$ cat src/rtl/wb_defs.sv
// Shared definitions for the writeback stage: load-size encodings, FSM
// states and the layout of the WB control field carried down the pipeline.
package wb_defs;

  typedef enum logic [1:0] {
    LD_WORD = 2'b00,
    LD_HALF = 2'b01,
    LD_BYTE = 2'b10,
    LD_RSVD = 2'b11
  } ld_size_e;

  typedef enum logic {
    WB_RUN       = 1'b0,
    WB_WAIT_LOAD = 1'b1
  } wb_state_e;

  // Bit positions of the WB control field; identical in ID/EX and EX/MA.
  localparam int unsigned WB_REGWRITE  = 0;
  localparam int unsigned WB_MEMTOREG  = 1;
  localparam int unsigned WB_LDSIZE_LO = 2;
  localparam int unsigned WB_LDSIGNED  = 4;
  localparam int unsigned WB_CTRL_W    = 5;

  typedef logic [WB_CTRL_W-1:0] wb_ctrl_t;

  function automatic wb_ctrl_t pack_wb_ctrl(input logic       reg_write,
                                            input logic       mem_to_reg,
                                            input logic [1:0] ld_size,
                                            input logic       ld_signed);
    wb_ctrl_t c;
    c = '0;
    c[WB_REGWRITE]          = reg_write;
    c[WB_MEMTOREG]          = mem_to_reg;
    c[WB_LDSIZE_LO +: 2]    = ld_size;
    c[WB_LDSIGNED]          = ld_signed;
    return c;
  endfunction

endpackage

$ cat src/rtl/load_formatter.sv
// Little-endian load data alignment and sign/zero extension.
module load_formatter (
  input  logic [31:0] rdata,
  input  logic [1:0]  addrlo,
  input  logic [1:0]  size,
  input  logic        is_signed,
  output logic [31:0] data
);
  import wb_defs::*;

  logic [7:0]  byte_val;
  logic [15:0] half_val;

  // Select the addressed byte/half and extend it to 32 bits.
  always_comb begin
    byte_val = rdata[{addrlo, 3'b000} +: 8];
    half_val = rdata[{addrlo[1], 4'b0000} +: 16];
    data     = rdata;
    case (ld_size_e'(size))
      LD_HALF: data = {{16{is_signed & half_val[15]}}, half_val};
      LD_BYTE: data = {{24{is_signed & byte_val[7]}}, byte_val};
      default: data = rdata;
    endcase
  end

endmodule

$ cat src/rtl/wb_stage.sv
// Writeback stage: MA/WB register, load-wait FSM with timeout, register-file
// write port, forward source and retire counter.
module wb_stage #(
  parameter int unsigned LOAD_TIMEOUT = 16,
  parameter bit          ZERO_REG_EN  = 1'b1
) (
  input  logic        Clk,
  input  logic        reset,
  input  logic        stall,
  input  logic        flush,
  input  logic        iValid,
  input  logic [4:0]  iRDS,
  input  logic [31:0] iALU,
  input  logic [1:0]  iAddrLo,
  input  logic        iRegWrite,
  input  logic        iMemToReg,
  input  logic [1:0]  iLdSize,
  input  logic        iLdSigned,
  input  logic [31:0] dmem_rdata,
  input  logic        dmem_rvalid,
  output logic        rf_we,
  output logic [4:0]  WAddr,
  output logic [31:0] WData,
  output logic        oFwdValid,
  output logic [4:0]  oFwdAddr,
  output logic [31:0] oFwdData,
  output logic        oStallReq,
  output logic        oBusErr,
  output logic [31:0] oRetireCnt
);
  import wb_defs::*;

  localparam int unsigned      CNT_W    = (LOAD_TIMEOUT > 1) ? $clog2(LOAD_TIMEOUT) : 1;
  localparam logic [CNT_W-1:0] CNT_LAST = CNT_W'(LOAD_TIMEOUT - 1);

  wb_state_e        state, state_next;
  logic [CNT_W-1:0] wait_cnt, wait_cnt_next;

  logic        valid;
  logic [4:0]  rd;
  logic [31:0] alu;
  logic [1:0]  addrlo;
  wb_ctrl_t    ctrl;

  logic        bus_err;
  logic [31:0] retire_cnt;

  logic        reg_write, mem_to_reg, ld_signed;
  logic [1:0]  ld_size;
  logic        completing, timeout, enter_wait, advance;
  logic [31:0] load_data, result;

  assign reg_write  = ctrl[WB_REGWRITE];
  assign mem_to_reg = ctrl[WB_MEMTOREG];
  assign ld_size    = ctrl[WB_LDSIZE_LO +: 2];
  assign ld_signed  = ctrl[WB_LDSIGNED];

  load_formatter u_fmt (
    .rdata     (dmem_rdata),
    .addrlo    (addrlo),
    .size      (ld_size),
    .is_signed (ld_signed),
    .data      (load_data)
  );

  // Next-state, completion, timeout and stall-request decode.
  always_comb begin
    state_next    = state;
    wait_cnt_next = wait_cnt;
    completing    = 1'b0;
    timeout       = 1'b0;
    enter_wait    = 1'b0;
    oStallReq     = 1'b0;
    case (state)
      WB_RUN: begin
        if (valid) begin
          if (!mem_to_reg || dmem_rvalid) begin
            completing = 1'b1;
          end else begin
            enter_wait    = 1'b1;
            oStallReq     = 1'b1;
            state_next    = WB_WAIT_LOAD;
            wait_cnt_next = '0;
          end
        end
      end
      WB_WAIT_LOAD: begin
        if (dmem_rvalid) begin
          completing    = 1'b1;
          state_next    = WB_RUN;
          wait_cnt_next = '0;
        end else begin
          oStallReq = 1'b1;
          if (wait_cnt == CNT_LAST) begin
            timeout       = 1'b1;
            state_next    = WB_RUN;
            wait_cnt_next = '0;
          end else begin
            wait_cnt_next = wait_cnt + CNT_W'(1);
          end
        end
      end
      default: state_next = WB_RUN;
    endcase
  end

  // The register may only take a new bundle when no load is (or is about to
  // be) pending; the load that leaves WAIT_LOAD on rvalid frees it for MA,
  // which advances in that same cycle because oStallReq drops.
  assign advance = (state == WB_RUN && !enter_wait) ||
                   (state == WB_WAIT_LOAD && dmem_rvalid);

  // Register-file write port, mirrored onto the forward source.
  always_comb begin
    result = mem_to_reg ? load_data : alu;
    WAddr  = valid ? rd : '0;
    WData  = valid ? result : '0;
    rf_we  = completing & reg_write & ~(ZERO_REG_EN & (rd == 5'd0));
  end

  assign oFwdValid  = rf_we;
  assign oFwdAddr   = WAddr;
  assign oFwdData   = WData;
  assign oBusErr    = bus_err;
  assign oRetireCnt = retire_cnt;

  // FSM state, wait counter, bus-error pulse and retire counter.
  always_ff @(posedge Clk or negedge reset) begin
    if (!reset) begin
      state      <= WB_RUN;
      wait_cnt   <= '0;
      bus_err    <= 1'b0;
      retire_cnt <= '0;
    end else begin
      state      <= state_next;
      wait_cnt   <= wait_cnt_next;
      bus_err    <= timeout;
      retire_cnt <= retire_cnt + {31'b0, completing};
    end
  end

  // MA/WB register: flush beats stall; held while a load is outstanding.
  always_ff @(posedge Clk or negedge reset) begin
    if (!reset) begin
      valid  <= 1'b0;
      rd     <= '0;
      alu    <= '0;
      addrlo <= '0;
      ctrl   <= '0;
    end else if (advance) begin
      if (flush) begin
        valid <= 1'b0;
      end else if (!stall) begin
        valid  <= iValid;
        rd     <= iRDS;
        alu    <= iALU;
        addrlo <= iAddrLo;
        ctrl   <= pack_wb_ctrl(iRegWrite, iMemToReg, iLdSize, iLdSigned);
      end else if (state == WB_WAIT_LOAD) begin
        valid <= 1'b0;
      end
    end else if (timeout) begin
      valid <= 1'b0;
    end
  end

endmodule

$ cat config.mk
export PLATFORM = sky130hd
export DESIGN_NAME = wb_stage
export DESIGN_NICKNAME = d
export VERILOG_FILES = /design/src/rtl/wb_defs.sv /design/src/rtl/load_formatter.sv /design/src/rtl/wb_stage.sv
export SDC_FILE = /design/constraint.sdc
export NUM_CORES = 1
export LEC_CHECK = 0
export CORE_MARGIN = 1
export CORE_UTILIZATION = 44
export DETAILED_ROUTE_END_ITERATION = 6
export PLACE_DENSITY_LB_ADDON = 0.15
export SLEW_MARGIN = 20
export SYNTH_ARGS = -nofsm -noshare
export SYNTH_HDL_FRONTEND = slang
export SYNTH_SLANG_ARGS = --single-unit
$ cat constraint.sdc
create_clock -name Clk -period 3 [get_ports Clk]
set_clock_uncertainty 0.1 [all_clocks]
set_input_delay 0.45 -clock Clk [delete_from_list [all_inputs] [get_ports Clk]]
set_output_delay 0.45 -clock Clk [all_outputs]
set_load 0.005 [all_outputs]
==> results of run 1 <==
-- area by class of cell --
cell class | instances | area share, %
Multi-Input combinational cell | 285 | 33.1
Timing Repair Buffer | 212 | 30.4
Sequential cell | 83 | 29.9
Tap cell | 136 | 2.45
Clock inverter | 6 | 1.98
Clock buffer | 10 | 1.84
Inverter | 7 | 0.378
-- metrics by stage --
step,TNS (ps),setup slack [ps]
after global placement,-1940,-194
after floorplan,0,559
after detailed placement,-2610,-245
final,0,71.6
after global routing,-554,-33.7
after CTS,0,0.852
-- what timing repair did --
action                                  CTS  global route
endpoints found under the setup margin   64            64
cloned                                    0             1
pin swaps                                 1             1
resized for setup                        12            32
setup buffers                             0             2
-- worst max-delay path, delay by kind of cell --
family | cells | cell delay, ps
AND/OR/NAND/NOR | 1 | 210
buffers and inverters | 3 | 1040
AO/OA/AOI/OAI | 2 | 360
multiplexers | 1 | 320
-- cell usage after synthesis, types with 4 or more instances --
| library cell | count |
|---|---|
| nor2_1 | 13 |
| dfrtp_1 | 83 |
| a21oi_1 | 14 |
| inv_1 | 7 |
| nand4_1 | 9 |
| xor2_1 | 15 |
| a31oi_1 | 7 |
| nor2b_1 | 4 |
| nand2_1 | 30 |
| a221o_1 | 16 |
| and2_1 | 9 |
| or3_1 | 4 |
| nand3_1 | 11 |
| nand2b_1 | 5 |
| and3_1 | 5 |
| nor3_1 | 8 |
| clkbuf_1 | 14 |
| o21ai_0 | 21 |
| o211ai_1 | 9 |
| ha_1 | 6 |
| buf_4 | 38 |
| buf_2 | 8 |
| xnor2_1 | 15 |
| o221ai_1 | 7 |
| mux2_2 | 52 |
| a21o_1 | 8 |
-- report_power, final --
group | switching (mW) | total, mW | leakage, nW | internal, mW
clock | 0.408 | 1.05 | 0.131 | 0.640
combinational | 0.418 | 0.976 | 1.78 | 0.558
sequential | 0.131 | 1.40 | 1.04 | 1.27
-- how the worst max path moves through the flow --
stage                             start                  endpoint  cells after the start
CTS                 ctrl[2]$_DFFE_PN0P_              oFwdData[27]                      8
floorplan           ctrl[1]$_DFFE_PN0P_  oRetireCnt[26]$_DFF_PN0_                     10
detailed placement       dmem_rdata[31]                 WData[15]                      6
global route        ctrl[2]$_DFFE_PN0P_              oFwdData[31]                      9
finish                   dmem_rdata[23]              oFwdData[27]                      7
global placement         dmem_rdata[31]                 WData[15]                      6
-- routing by layer --
layer  part of all wire, %  track usage, %  vias to the layer above
li1                      -               -                     1865
met1                    41            29.8                     2007
met2                    50            41.5                      155
met3                   7.2            6.05                       18
met4                   1.8            9.56                        0
met5                     0               0                        -
-- cell families (layout without fill, tap and decap cells) --
family | after synthesis | after routing
XOR/XNOR | 30 | 30
adder cells (fa/ha/maj) | 6 | 6
AND/OR/NAND/NOR | 107 | 107
AO/OA/AOI/OAI | 89 | 89
flip-flops | 83 | 83
multiplexers | 53 | 53
buffers and inverters | 70 | 235
-- registers in the layout (all words and copies together) (netlist names) --
register	flops
alu	32
valid	1
addrlo	2
rd	5
ctrl	5
wait_cnt	4
oRetireCnt	32
oBusErr	1
state	1
==> impl_results.md, run 1 <==
* Status: finished with violations
* Failing checks: hold timing
* RSZ-0062 raised after global routing: yes
* Largest net degree at the start of global routing at 46
* Multi-input gate area at 2300 µm²
* Routed via count at 4045
* Vias in the first global route at 4041
* Register area share after synthesis at 44.6%
* IO buf count at 191
* Synth-to-Final Area Change at 49.2%
* Commonest non-fill, non-tap cell in the layout: clkdlybuf4s50_1
* Die Ht at 105 µm
* Fin util at 67.6%
* Max_cap viols at 0
* Routed WL at 13.3 mm
* I/O pin cnt at 192
* Mux cell area share after synthesis at 12.8%
* # fillers at 824
* CP Max Fanout at 5
* Required time worst endpoint at 2450 ps
* GR Overflow Total at 0
* Reg area at 2080 µm²
* Post-Synth XOR/XNOR Area at 5.64%
* Post-DP Area at 6490 µm²
* Main combinational cell family by area after synthesis: compound AO/OA/AOI/OAI gates
* CTS Buf Count at 9
* Pwr Density at 492 nW/µm²
* GRT Total Usage at 24.4%
* Placed instance count at 720
* R2r startpoint: state$_DFF_PN0_
* Fin cells at 739
* Compound-gate portion of the synthesized area at 13.5%
* Clk buf depth at 2
* Lkg Pwr at 2.95 nW
* CP cell instances: clkdlybuf4s50_1, mux2i_1, nand2b_4, a21oi_4, buf_6, a221o_1, clkdlybuf4s50_1
* Global-route wire length before repair at 20.9 mm
* Worst rel slew slack at 59.3%
* DR DRC count at 0
* Hold bufs inserted after CTS at 0
* DRT antenna net count at 0
* Maximum VDD drop at 348 µV
* Drt wl/cell at 18.0 µm
* Hold Crit Class: in2async
* Worst reg2reg endpoint: oRetireCnt[16]$_DFF_PN0_
* # diodes at 0
* Slew Viols, Final at 0
* Crit path top cell by count: clkdlybuf4s50_1
* DR vias/cell at 5.47
* Final RePlAce weighted congestion at 0.832
* Initial Utilization at 45.3%
* Row Count at 37
* CP Data Arrival Time at 2380 ps
* CTS tree: built
* Synthesis Warnings at 0
* Setup crit end kind: output port
* Clock Sinks at 83
* H-tree levels at 3
* DPL Wire Length at 9.81 mm
* Drt pass-1 iters at 4
* Worst Setup Start Kind: primary input
* Area leader, netlist: dfrtp_1
* Clk slew on worst S/H paths at 80 ps
* Post-Syn Area at 4660 µm²
* Worst-Margin Slew at 610 ps
* Reg-to-reg slack, setup at 490 ps
* FF+latch count, synth at 83
* Core area at 10300 µm²
* Slowest-stage cell, CP: clkdlybuf4s50_1
* FFs w/ async S/R, synth at 100%
* Syn Area/Cell at 10.6 µm²
* Final Hold Fails at 2
* Final worst path period share at 97.6%
* FF-to-FF path depth at 8
* Post-synthesis adder-cell area fraction at 1.61%
* Setup Crit Path Kind: in2out
* Max frequency at 341 MHz
* Layout cell share with drive strength beyond 1 at 19.7%
* Latest clock arrival within the worst-skew pair at 350 ps
* Nets at 686
* Die width at 105 µm
* Most frequent cells in the layout: 183 x clkdlybuf4s50_1, 82 x dfrtp_1, 52 x mux2_2
* Syn nets at 526
* Worst hold margin at -3.88 ps
* Synth Instances at 438
* Final worst path period need at 2930 ps
* CTS root buf: clkbuf_8
* Post-synth EDFFs at 0
* Overall power at 3.42 mW
* Yosys top cell area share at 44.6%
* Synth Flop Type: dfrtp_1
* Synth cell types at 42
* Final Instance Area at 6950 µm²
* Die footprint at 11000 µm²
* Number of antenna violations at the first check in global routing at 0
* Simple-Gate Fraction of Synth Area at 12.8%
* # setup viols final at 0
* Crit path largest cell delay at 460 ps
* Detailed Route Iter0 Violations at 165
* Synth area leaders: dfrtp_1 45%, mux2_2 13%, buf_4 6.1%
(Power assumes the default switching activity.)
==> inputs of run 2 (changes only) <==
Settings changed: ABC_AREA from default to 1, CORE_UTILIZATION 44 to 45.
==> impl_results.md, run 2 <==
* I/O pin cnt at 192 (unchanged)
* Latest clock arrival within the worst-skew pair at 330 ps (-20 ps)
* Number of antenna violations at the first check in global routing at 0 (unchanged)
* Area leader, netlist: dfrtp_1
* DPL Wire Length at 12.0 mm (+22%)
* Worst rel slew slack at 46.2% (-13 points)
* Multi-input gate area at 2540 µm² (+10%)
* Final worst path period need at 2920 ps (-12.9 ps)
* Vias in the first global route at 5129 (+27%)
* CTS tree: built
* Global-route wire length before repair at 24.9 mm (+19%)
* # setup viols final at 0 (unchanged)
* Initial Utilization at 46.7% (+1.4 points)
* Max_cap viols at 0 (unchanged)
* Fin cells at 1040 (+41%)
* FF+latch count, synth at 83 (unchanged)
* Largest net degree at the start of global routing at 50 (+8.7%)
* Syn Area/Cell at 6.93 µm² (-35%)
* Nets at 983 (+43%)
* Layout cell share with drive strength beyond 1 at 7.89% (-12 points)
* DRT antenna net count at 0 (unchanged)
* Placed instance count at 1020 (+42%)
* # diodes at 0 (unchanged)
* Required time worst endpoint at 2450 ps (about the same)
* Worst-Margin Slew at 805 ps (+195 ps)
* Synth cell types at 26 (-38%)
* CTS root buf: clkbuf_16
* Routed WL at 15.9 mm (+19%)
* Routed via count at 5332 (+32%)
* Final Hold Fails at 6 (+4)
* Final Instance Area at 7410 µm² (+6.7%)
* GR Overflow Total at 0 (unchanged)
* Setup Crit Path Kind: reg2out
* Pwr Density at 492 nW/µm² (-0.15%)
* CTS Buf Count at 9 (unchanged)
* Synth-to-Final Area Change at 45.1%
* Main combinational cell family by area after synthesis: simple AND/OR/NAND/NOR gates
* Post-synth top cells: 294 x nand2_1, 83 x dfrtp_1, 80 x nor2_1
* Syn nets at 825 (+57%)
* # fillers at 969 (+18%)
* Failing checks: hold timing
* Post-synthesis adder-cell area fraction at 1.47% (-0.14 points)
* Synth Instances at 737 (+68%)
* Drt wl/cell at 15.3 µm (-15%)
* Compound-gate portion of the synthesized area at 7.37% (-6.1 points)
* Setup crit end kind: output port
* FFs w/ async S/R, synth at 100% (unchanged)
* Synth area leaders: dfrtp_1 41%, nand2_1 22%, nor2_1 5.9%
* Register area share after synthesis at 40.6% (-3.9 points)
* Most frequent cells in the layout: 293 x nand2_1, 175 x clkdlybuf4s50_1, 82 x dfrtp_1
* Most frequent cell after synthesis: nand2_1
* Reg area at 2080 µm² (unchanged)
* CP Data Arrival Time at 2370 ps (about the same)
* Worst Setup Start Kind: flop
* Commonest non-fill, non-tap cell in the layout: nand2_1
* Fin util at 67.8% (+0.16 points)
* Status: finished with violations
* Die width at 109 µm (+3.5%)
* Maximum VDD drop at 385 µV (+11%)
* H-tree levels at 3 (unchanged)
* Hold Crit Class: in2async
* Detailed Route Iter0 Violations at 399 (+140%)
* Yosys top cell area share at 40.6% (-3.9 points)
* Slew Viols, Final at 0 (unchanged)
* Die Ht at 109 µm (+3.5%)
* Clk slew on worst S/H paths at 60 ps (-20 ps)
* GRT Total Usage at 27.1% (+2.7 points)
* DR vias/cell at 5.13 (-6.3%)
* Die footprint at 11800 µm² (+7.1%)
* Row Count at 38 (+2.7%)
* Final RePlAce weighted congestion at 0.994 (+19%)
* CP Max Fanout at 8 (+3)
* Mux cell area share after synthesis at 0% (-13 points)
* Post-DP Area at 6940 µm² (+6.9%)
* Final worst path period share at 97.2% (-0.43 points)
* Clock Sinks at 83 (unchanged)
* IO buf count at 191 (unchanged)
* Max frequency at 343 MHz (+0.44%)
* Post-synth EDFFs at 0 (unchanged)
* Synth Flop Type: dfrtp_1
* Drt pass-1 iters at 5 (+1)
* DR DRC count at 0 (unchanged)
* Synthesis Warnings at 0 (unchanged)
* Post-Synth XOR/XNOR Area at 5.14% (-0.50 points)
* RSZ-0062 raised after global routing: yes
* Simple-Gate Fraction of Synth Area at 33.6% (+21 points)
* Core area at 10900 µm² (+6.4%)
* Lkg Pwr at 3.73 nW (+26%)
* Clk buf depth at 2 (unchanged)
* TNS Setup at 0 ps (unchanged)
* Hold bufs inserted after CTS at 0 (unchanged)
* Post-Syn Area at 5110 µm² (+9.7%)
* Worst hold margin at -5.72 ps (-1.85 ps)
## run 2: timing repair
item,4_1_cts,5_1_grt
buffers inserted,0,3
endpoints found under the setup margin,48,53
gates cloned,0,1
gates resized for setup,7,39
## run 2: final cells by class
type                    instances  area share, %
clock buffers                  12           3.46
clock inverters                 4          0.658
inverters                      50           2.60
multi-input cells             538           34.2
flip-flops and latches         83           28.0
well taps                     140           2.36
repair buffers                213           28.7
## run 2: cells by family after synthesis
kind of cell,count (synthesis)
and+or+nand+nor,431
buffers and inverters,117
DFF,83
AOI/OAI and AO/OA,70
xor gates and xnor gates,30
adders and majority gates,6
## run 2: metal layers
layer | track usage, % | share of wire, % | routed length [µm] | up-vias
met5 | 0 | 0 | 0 | -
met4 | 11.0 | 2.3 | 364 | 0
met3 | 4.82 | 7.4 | 1180 | 29
met2 | 45.3 | 48 | 7700 | 221
met1 | 34.7 | 42 | 6630 | 2507
li1 | - | - | - | 2575
## run 2: path summary, 6_finish.rpt
path | end | slack (ps) | from | cells after the start
worst max-delay path | oFwdData[30] | 80 | ctrl[2]$_DFFE_PN0P_ | 9
worst min register to register | oRetireCnt[31]$_DFF_PN0_ | 380 | oRetireCnt[31]$_DFF_PN0_ | 1
max in group asynchronous | addrlo[1]$_DFFE_PN0P_ | 2140 | reset | 2
worst min-delay path | alu[9]$_DFFE_PN0P_ | -6 | reset | 1
worst max register to register | oRetireCnt[30]$_DFF_PN0_ | 590 | state$_DFF_PN0_ | 12
min in group Clk | oRetireCnt[31]$_DFF_PN0_ | 380 | oRetireCnt[31]$_DFF_PN0_ | 1
## run 2: worst max-delay path: stages (launching register included)
cell and delay (ps):
dfrtp_1 350, inv_1 60, ha_1 350, inv_4 150, buf_4 170, nor2_1 50, nor2_1 120, nand2_1 80
a21oi_1 170, clkdlybuf4s50_1 530
## run 2: per-stage QoR
step / hold slack (ps) / total power, mW / setup slack, ps
after floorplan: 54.4 / 1.97 / 681
after global placement: 358 / 2.45 / 24.3
after global routing: 50.5 / 3.85 / -41.9
final: -5.72 / 3.65 / 84.5
after CTS: 14.8 / 3.63 / 0.227
after detailed placement: 363 / 2.47 / 5.64
## run 2: where the power goes
group          internal [mW]  switching (mW)  leakage, nW  total [mW]
Clock                  0.689           0.440        0.153        1.13
Sequential              1.26           0.115         1.05        1.38
Combinational          0.530           0.608         2.52        1.14
==> inputs of run 3 (changes only) <==
--- a/constraint.sdc
+++ b/constraint.sdc
@@ -4,2 +4,2 @@
 set_output_delay 0.45 -clock Clk [all_outputs]
-set_load 0.005 [all_outputs]
+set_load 0.01 [all_outputs]
==> impl_results.md, run 3 (synthesis results as in run 2) <==
* CTS tree: built
* Die Ht at 109 µm (unchanged)
* DR DRC count at 0 (unchanged)
* Detailed Route Iter0 Violations at 399 (unchanged)
* Clk buf depth at 2 (unchanged)
* Placed instance count at 1020 (unchanged)
* Vias in the first global route at 5168 (+0.76%)
* GR Overflow Total at 0 (unchanged)
* Crit path largest cell delay at 390 ps (-140 ps)
* CTS root buf: clkbuf_16
* Hold bufs inserted after CTS at 0 (unchanged)
* Routed via count at 5316 (-0.30%)
* Final worst path period need at 2910 ps (-6.92 ps)
* Hold Crit Class: in2async
* Layout cell share with drive strength beyond 1 at 6.12% (-1.8 points)
* Die footprint at 11800 µm² (unchanged)
* Lkg Pwr at 4.18 nW (+12%)
* CP Max Fanout at 12 (+4)
* Crit path top cell by count: nand2_1
* Max_cap viols at 0 (unchanged)
* Max frequency at 344 MHz (+0.24%)
* Global-route wire length before repair at 24.9 mm (about the same)
* RSZ-0062 raised after global routing: yes
* Number of antenna violations at the first check in global routing at 0 (unchanged)
* Slew Viols, Final at 0 (unchanged)
* Core area at 10900 µm² (unchanged)
* Worst Setup Start Kind: flop
* Pwr Density at 503 nW/µm² (+2.2%)
* Initial Utilization at 46.7% (unchanged)
* Maximum VDD drop at 371 µV (-3.7%)
* CTS Buf Count at 9 (unchanged)
* DRT antenna net count at 0 (unchanged)
* TNS Setup at 0 ps (unchanged)
* Largest net degree at the start of global routing at 50 (unchanged)
* Die width at 109 µm (unchanged)
* Required time worst endpoint at 2450 ps (about the same)
* Fin cells at 1038 (-0.19%)
* Commonest non-fill, non-tap cell in the layout: nand2_1
* Most frequent cells in the layout: 294 x nand2_1, 141 x clkdlybuf4s50_1, 82 x dfrtp_1
* Final Hold Fails at 0 (-6)
* DPL Wire Length at 12.0 mm (-0.24%)
* Drt pass-1 iters at 5 (unchanged)
* Clk slew on worst S/H paths at 60 ps (about the same)
* Drt wl/cell at 15.4 µm (+1.0%)
* IO buf count at 191 (unchanged)
* I/O pin cnt at 192 (unchanged)
* Worst rel slew slack at 47.7% (+1.4 points)
* # fillers at 975 (+0.62%)
* Setup Crit Path Kind: reg2out
* # diodes at 0 (unchanged)
* Worst hold margin at 9.28 ps (+15.0 ps)
* Row Count at 38 (unchanged)
* Final worst path period share at 97.0% (-0.23 points)
* # setup viols final at 0 (unchanged)
* DR vias/cell at 5.12 (-0.11%)
* Synth-to-Final Area Change at 45.1% (about the same)
* GRT Total Usage at 27.4% (+0.28 points)
* Final RePlAce weighted congestion at 0.999 (+0.53%)
* H-tree levels at 3 (unchanged)
* Latest clock arrival within the worst-skew pair at 330 ps (about the same)
* Status: finished clean
* Nets at 982 (-0.10%)
* CP cell instances: inv_1, ha_1, inv_1, nor2_4, nand2_1, nand2_1, nand2_2, nand3_4, buf_4, buf_4, nand2_1, a21oi_1, dlygate4sd2_1
* CP Data Arrival Time at 2360 ps (about the same)
* Worst-Margin Slew at 784 ps (-21.3 ps)
* Setup crit end kind: output port
* Slowest-stage cell, CP: dfrtp_1
* Clock Sinks at 83 (unchanged)
* Routed WL at 16.0 mm (+0.84%)
run 3: cell count changes in the layout (fill, tap and decap cells not counted), moves of 11 or more:
cell             previous run  this run
a21oi_1                    11        23
a21oi_2                    17         5
clkdlybuf4s50_1           175       141
dlygate4sd2_1               0        11
dlymetal6s2s_1             15        38
run 3: through the flow:
| stage | utilization [%] | area, µm² | power, mW | worst slack, ps |
|---|---|---|---|---|
| 2_1_floorplan | - | 5110 | 2.01 | 633 |
| 3_3_place_gp | 63.5 | 6950 | 2.51 | 8.17 |
| 3_5_place_dp | 63.5 | 6950 | 2.52 | -30.5 |
| 4_1_cts | 66.5 | 7270 | 3.72 | 1.30 |
| 5_1_grt | 67.8 | 7410 | 3.93 | -52.6 |
| 6_report | 67.8 | 7410 | 3.72 | 91.4 |
run 3: critical path: cells and delay by family, from the launching register on:
kind            cells  cell delay [ps]
simple gates        6              550
buf+inv             5              730
fa+ha+maj           1              170
compound gates      1              180
flops               1              390
run 3: cell type report:
type | instances | area (µm²) | area share, %
clock inverters | 4 | 73.8 | 0.996
flip-flops and latches | 83 | 2080 | 28.0
clock buffers | 11 | 243 | 3.27
inverters | 50 | 193 | 2.60
repair buffers | 213 | 2180 | 29.4
multi-input cells | 537 | 2470 | 33.3
well taps | 140 | 175 | 2.36
run 3: timing repair:
item / in CTS / in global routing
pin swaps: 0 / 0
buffers inserted: 0 / 3
endpoints found under the setup margin: 50 / 48
gates resized for setup: 17 / 47
run 3: report_power, final:
group          total (mW)  switching (mW)  internal [mW]
Clock                1.19           0.440          0.749
Combinational        1.16           0.635          0.526
Sequential           1.37           0.112           1.26
run 3: worst paths after layout:
kind	endpoint	cells past startpoint	startpoint	slack [ps]
hold / removal	alu[8]$_DFFE_PN0P_	1	reset	9
min in group Clk	oRetireCnt[31]$_DFF_PN0_	1	oRetireCnt[31]$_DFF_PN0_	370
hold reg to reg	oRetireCnt[31]$_DFF_PN0_	1	oRetireCnt[31]$_DFF_PN0_	370
setup reg to reg	oRetireCnt[18]$_DFF_PN0_	12	state$_DFF_PN0_	560
max in group asynchronous	addrlo[1]$_DFFE_PN0P_	2	reset	2120
setup / recovery	oFwdData[29]	13	ctrl[2]$_DFFE_PN0P_	90
run 3: routing by layer:
layer	vias up	routed length, µm	GRT usage (%)	share of wire [%]
met5	-	0	0	0
met4	0	305	8.88	1.9
met3	20	1320	4.82	8.3
met2	238	7870	47.3	49
met1	2489	6510	34.7	41
li1	2569	-	-	-
